`config.mk`:
```
export PLATFORM = sky130hd
export DESIGN_NAME = instruction_encoder_loader
export DESIGN_NICKNAME = d
export VERILOG_FILES = /design/src/rtl/instruction_encoder_loader.sv
export SDC_FILE = /design/constraint.sdc
export NUM_CORES = 1
export LEC_CHECK = 0
export CAP_MARGIN = 10
export CORE_AREA = 5 5 94 96
export DETAILED_ROUTE_END_ITERATION = 6
export DIE_AREA = 0 0 99 101
export PLACE_DENSITY = 0.88
export SLEW_MARGIN = 20
export SYNTH_ARGS = -nofsm -noshare
export SYNTH_HDL_FRONTEND = slang
export SYNTH_SLANG_ARGS = --single-unit
```
`constraint.sdc`:
```
create_clock -name clk -period 2.31 [get_ports clk]
set_input_delay 0.3465 -clock clk [delete_from_list [all_inputs] [get_ports clk]]
set_output_delay 0.3465 -clock clk [all_outputs]
set_load 0.03 [all_outputs]
```
`src/rtl/instruction_encoder_loader.sv`:
```
// Program loader: packs MIPS R/I/J fields into 32-bit words and streams them into instruction memory.
// Optional FIELD_CHECK_EN rejects malformed bundles and exposes err/err_count.
module instruction_encoder_loader #(
  parameter int ADDR_W    = 10,
  parameter int BASE_ADDR = 0,
  parameter int DEPTH     = 1024
) (
  input  logic              clk,
  input  logic              rst,
  input  logic              start,
  input  logic              finish,
  input  logic              in_valid,
  output logic              in_ready,
  input  logic [1:0]        fmt,
  input  logic [5:0]        op_code,
  input  logic [4:0]        rs_add,
  input  logic [4:0]        rt_add,
  input  logic [4:0]        rd_add,
  input  logic [4:0]        shamt,
  input  logic [5:0]        func,
  // 'const' is a reserved word, so the immediate field carries a suffix
  input  logic [15:0]       const_val,
  input  logic [25:0]       j_add,
  output logic              mem_we,
  output logic [ADDR_W-1:0] mem_addr,
  output logic [31:0]       mem_wdata,
  output logic [ADDR_W:0]   word_count,
  output logic              busy,
  output logic              full,
  output logic              done
`ifdef FIELD_CHECK_EN
  ,
  output logic              err,
  output logic [7:0]        err_count
`endif
);

  localparam logic [ADDR_W:0]   DEPTH_C = (ADDR_W+1)'(DEPTH);
  localparam logic [ADDR_W-1:0] BASE_C  = ADDR_W'(BASE_ADDR);

  typedef enum logic [1:0] {IDLE, ACTIVE, DONE} state_t;
  state_t state, state_nxt;

  logic [ADDR_W-1:0] ptr;
  logic [31:0]       word;
  logic              xfer, bad, wr, last, session_start;

  assign in_ready      = (state == ACTIVE) && !full;
  assign busy          = (state == ACTIVE);
  assign done          = (state == DONE);
  assign xfer          = in_valid && in_ready;
  assign session_start = (state != ACTIVE) && start;

`ifdef FIELD_CHECK_EN
  assign bad = (fmt == 2'd3) || ((fmt == 2'd0) && (op_code != 6'd0));
`else
  assign bad = 1'b0;
`endif

  assign wr   = xfer && !bad;
  assign last = wr && (word_count == DEPTH_C - (ADDR_W+1)'(1));

  // Reserved format falls through to R packing when unchecked
  always_comb begin
    word = {op_code, rs_add, rt_add, rd_add, shamt, func};
    case (fmt)
      2'd1:    word = {op_code, rs_add, rt_add, const_val};
      2'd2:    word = {op_code, j_add};
      default: ;
    endcase
  end

  always_ff @(posedge clk or posedge rst)
    if (rst) state <= IDLE;
    else     state <= state_nxt;

  always_comb begin
    state_nxt = state;
    case (state)
      IDLE:    if (start) state_nxt = ACTIVE;
      ACTIVE:  if (finish || last) state_nxt = DONE;
      DONE:    if (start) state_nxt = ACTIVE;
      default: state_nxt = IDLE;
    endcase
  end

  always_ff @(posedge clk or posedge rst) begin
    if (rst) begin
      mem_we     <= 1'b0;
      mem_addr   <= '0;
      mem_wdata  <= '0;
      word_count <= '0;
      full       <= 1'b0;
      ptr        <= BASE_C;
    end else begin
      mem_we <= wr;
      if (wr) begin
        mem_addr  <= ptr;
        mem_wdata <= word;
      end
      if (session_start) begin
        ptr        <= BASE_C;
        word_count <= '0;
        full       <= 1'b0;
      end else if (wr) begin
        ptr        <= ptr + ADDR_W'(1);
        word_count <= word_count + (ADDR_W+1)'(1);
        if (last) full <= 1'b1;
      end
    end
  end

`ifdef FIELD_CHECK_EN
  always_ff @(posedge clk or posedge rst) begin
    if (rst) begin
      err       <= 1'b0;
      err_count <= '0;
    end else begin
      err <= xfer && bad;
      if (session_start)                        err_count <= '0;
      else if (xfer && bad && err_count != 8'hff) err_count <= err_count + 8'd1;
    end
  end
`endif

endmodule
```
==> results.sh <==
export IMPL_outcome="finished clean"
export IMPL_avgRoutedWirePerCell_um=16.8
export IMPL_fin_setup_tns_ns=0
export IMPL_postSynthAreaPerCell_um2=9.63
export IMPL_post_cts_repair_setup_buffers=0
export IMPL_n_fill_cell=661
export IMPL_num_io_pins=139
export IMPL_max_stage_delay_ns=0.66
export IMPL_synth_top_family_by_area="simple AND/OR/NAND/NOR gates"
export IMPL_slew_headroom_pct=51.7
export IMPL_die_area_um2=10000
export IMPL_synth_compound_area_share_pct=17.1
export IMPL_hold_path_class="in2async"
export IMPL_place_hpwl_um=7390
export IMPL_gp_congestion=0.831
export IMPL_cellLeakagePower_nw=2.15
export IMPL_ir_worst_vdd_mv=0.508
export IMPL_syn_to_final_growth_pct=51.3
export IMPL_cts_resized=0
export IMPL_die_h_um=101
export IMPL_cpLargestDelayFamily="buffers and inverters"
export IMPL_hold_viol=0
export IMPL_cp_data_required_time_ns=1.96
export IMPL_drc=0
export IMPL_synth_mux_area_share_pct=4.64
export IMPL_crit_top_cell="inv_1"
export IMPL_drt_wl_total_um=9820
export IMPL_regToRegSetupSlack_ns=0.64
export IMPL_crit_chain="inv_1 -> nand2_1 -> inv_1 -> clkdlybuf4s50_1"
export IMPL_grt_pass1_vias=3221
export IMPL_synthAdderAreaFrac_pct=1.53
export IMPL_io_buffers=138
export IMPL_drive_gt1_share_pct=6.04
export IMPL_cp_max_fo=3
export IMPL_cts_tree="built"
export IMPL_multi_input_area_um2=1420
export IMPL_grt_max_degree=39
export IMPL_initial_utilization_pct=41.0
export IMPL_track_usage_pct=19.2
export IMPL_drv_slew=0
export IMPL_clock_sinks=67
export IMPL_grt_overflow=0
export IMPL_hold_buffers=0
export IMPL_yosys_warnings=0
export IMPL_crit_buf_inv=3
export IMPL_cts_root_buf="clkbuf_8"
export IMPL_dpl_cell_count=570
export IMPL_ys_ff_latch=67
export IMPL_synth_area_um2=3260
export IMPL_drt_iter0_drc=131
export IMPL_min_period_ns=2.03
export IMPL_synth_distinct_cells=32
export IMPL_cts_max_path_buffers=2
export IMPL_fin_cells=585
export IMPL_p_per_area_nw_per_um2=945
export IMPL_worstSetupPathType="reg2out"
export IMPL_via_per_inst=5.44
export IMPL_cts_max_level=3
export IMPL_cap_viol_max_count=0
export IMPL_clkLatencyLatePin_ns=0.33
export IMPL_grt_pass1_wl_um=15400
export IMPL_ff_latch_area_um2=1680
export IMPL_min_period_over_period_pct=87.7
export IMPL_drtAntennaViolNets=0
export IMPL_ys_seq_area_share_pct=51.4
export IMPL_max_freq_mhz=494
export IMPL_whs_ns=0.382
export IMPL_num_vias=3182
export IMPL_drtPass1Iterations=5
export IMPL_fp_dieW_um=99
export IMPL_core_area_um2=7970
export IMPL_synth_cells=339
export IMPL_syn_nets=424
export IMPL_cts_buffers=9
export IMPL_worstMarginPinSlew_ns=0.722
export IMPL_setup_viol=0
export IMPL_synth_xor_area_share_pct=0.268
export IMPL_fin_nets=561
export IMPL_crit_slowest_cell="clkdlybuf4s50_1"
export IMPL_antennaDiodeCount=0
export IMPL_cp_start_kind="flip-flop"
export IMPL_row_count=33
export IMPL_yosys_area_share_simple_pct=19.9
export IMPL_path_clk_slew_ns=0.07
export IMPL_skew_ns=0.00999
export IMPL_endpoint_kind="output pin"
export IMPL_arrival_ns=1.68
export IMPL_antenna_found_initial=0
export IMPL_grt_setup_unrepaired="no"
-- flip-flops by register name, summed over array words and instances, names as in the netlist --
signal      flops
ptr            10
state           2
mem_we          1
mem_addr       10
word_count     11
mem_wdata      32
full            1
-- cell type report --
cell class              instances  area share [%]
multi-input cells             234            28.7
clock inverters                 3           0.811
inverters                      14            1.06
clock buffers                  12            2.74
well taps                     105            2.66
repair buffers                150            30.0
flip-flops and latches         67            33.9
-- per-layer routing --
layer	vias up	part of all wire, %	track usage, %
met2	144	50	32.9
li1	1481	-	-
met5	-	0	0
met3	28	6.3	4.71
met1	1529	40	22.8
met4	0	2.9	8.82
-- cell families after synthesis --
family          count (synthesis)
simple gates                  137
compound gates                 77
buf+inv                        38
mux                            15
flops                          67
xor+xnor                        1
fa+ha+maj                       4
-- worst register-to-register path: cells and delay by family, from the launching register on --
family	cells	cell delay, ns
simple gates	2	0.57
flops	1	0.41
compound gates	1	0.31
buf+inv	1	0.28
-- cell usage after synthesis (all sizes together) --
library cell	number	area, µm²
clkbuf	12	45.0
and4	2	17.5
inv	14	52.6
a22o	2	17.5
or2	1	6.26
nand4	8	50.1
nor2	23	86.3
a32o	1	10.0
or4	1	7.51
o21ai	18	90.1
ha	4	50.1
or3	1	6.26
nor2b	18	113
nand3	7	35.0
mux2i	14	140
nor4	5	31.3
a221oi	26	228
nand4bb	1	27.5
dfrtp	67	1680
a21o	7	52.6
a21oi	5	25.0
nor3	4	20.0
o31ai	17	128
nand2b	1	6.26
o221ai	1	8.76
mux2	1	11.3
buf	12	70.1
nand2	65	244
xnor2	1	8.76
-- report_power, final --
group	switching, W	internal (W)
logic	0.00118	0.000888
clock network	0.000419	0.000491
registers	0.000203	0.00149
total	0.00180	0.00286
-- cell usage in the layout, fill, tap and decap left out --
cell,instances
a22o_1,2
mux2i_1,14
nand2_1,65
buf_4,11
nand3_1,7
a32o_1,1
clkbuf_8,9
dfrtp_1,67
clkbuf_1,3
o21ai_0,18
nand4_1,8
mux2_2,1
a21oi_1,5
xnor2_1,1
nor2_1,23
or2_2,1
nor3_1,4
or4_1,1
nand4bb_4,1
o31ai_1,17
and4_1,2
ha_1,4
inv_2,2
o221ai_1,1
or3_1,1
a21o_1,7
nor4_1,5
bufinv_16,1
inv_1,12
a221oi_1,26
clkdlybuf4s50_1,138
nor2b_1,18
buf_12,1
clkinv_2,2
nand2b_1,1
-- per-stage QoR --
stage | util (%) | setup slack, ns | instance area [µm²] | power, W
finish | 62.0 | 0.285 | 4940 | 0.00467
global route | 62.0 | 0.199 | 4940 | 0.00491
floorplan | - | 0.280 | 3260 | 0.00283
global placement | 59.8 | 0.260 | 4760 | 0.00373
detailed placement | 59.8 | 0.142 | 4760 | 0.00380
CTS | 62.0 | 0.275 | 4940 | 0.00471
-- final timing paths --
check / start / endpoint / cells after the start
max in group asynchronous: rst / word_count[1] / 3
min in group clk: mem_addr[0] / mem_addr[0] / 2
worst max-delay path: state[0] / done / 4
worst min register to register: mem_addr[0] / mem_addr[0] / 2
worst min-delay path: rst / mem_wdata[5] / 2
worst max register to register: full / state[0] / 4
Power figures use the tool's default switching activity.
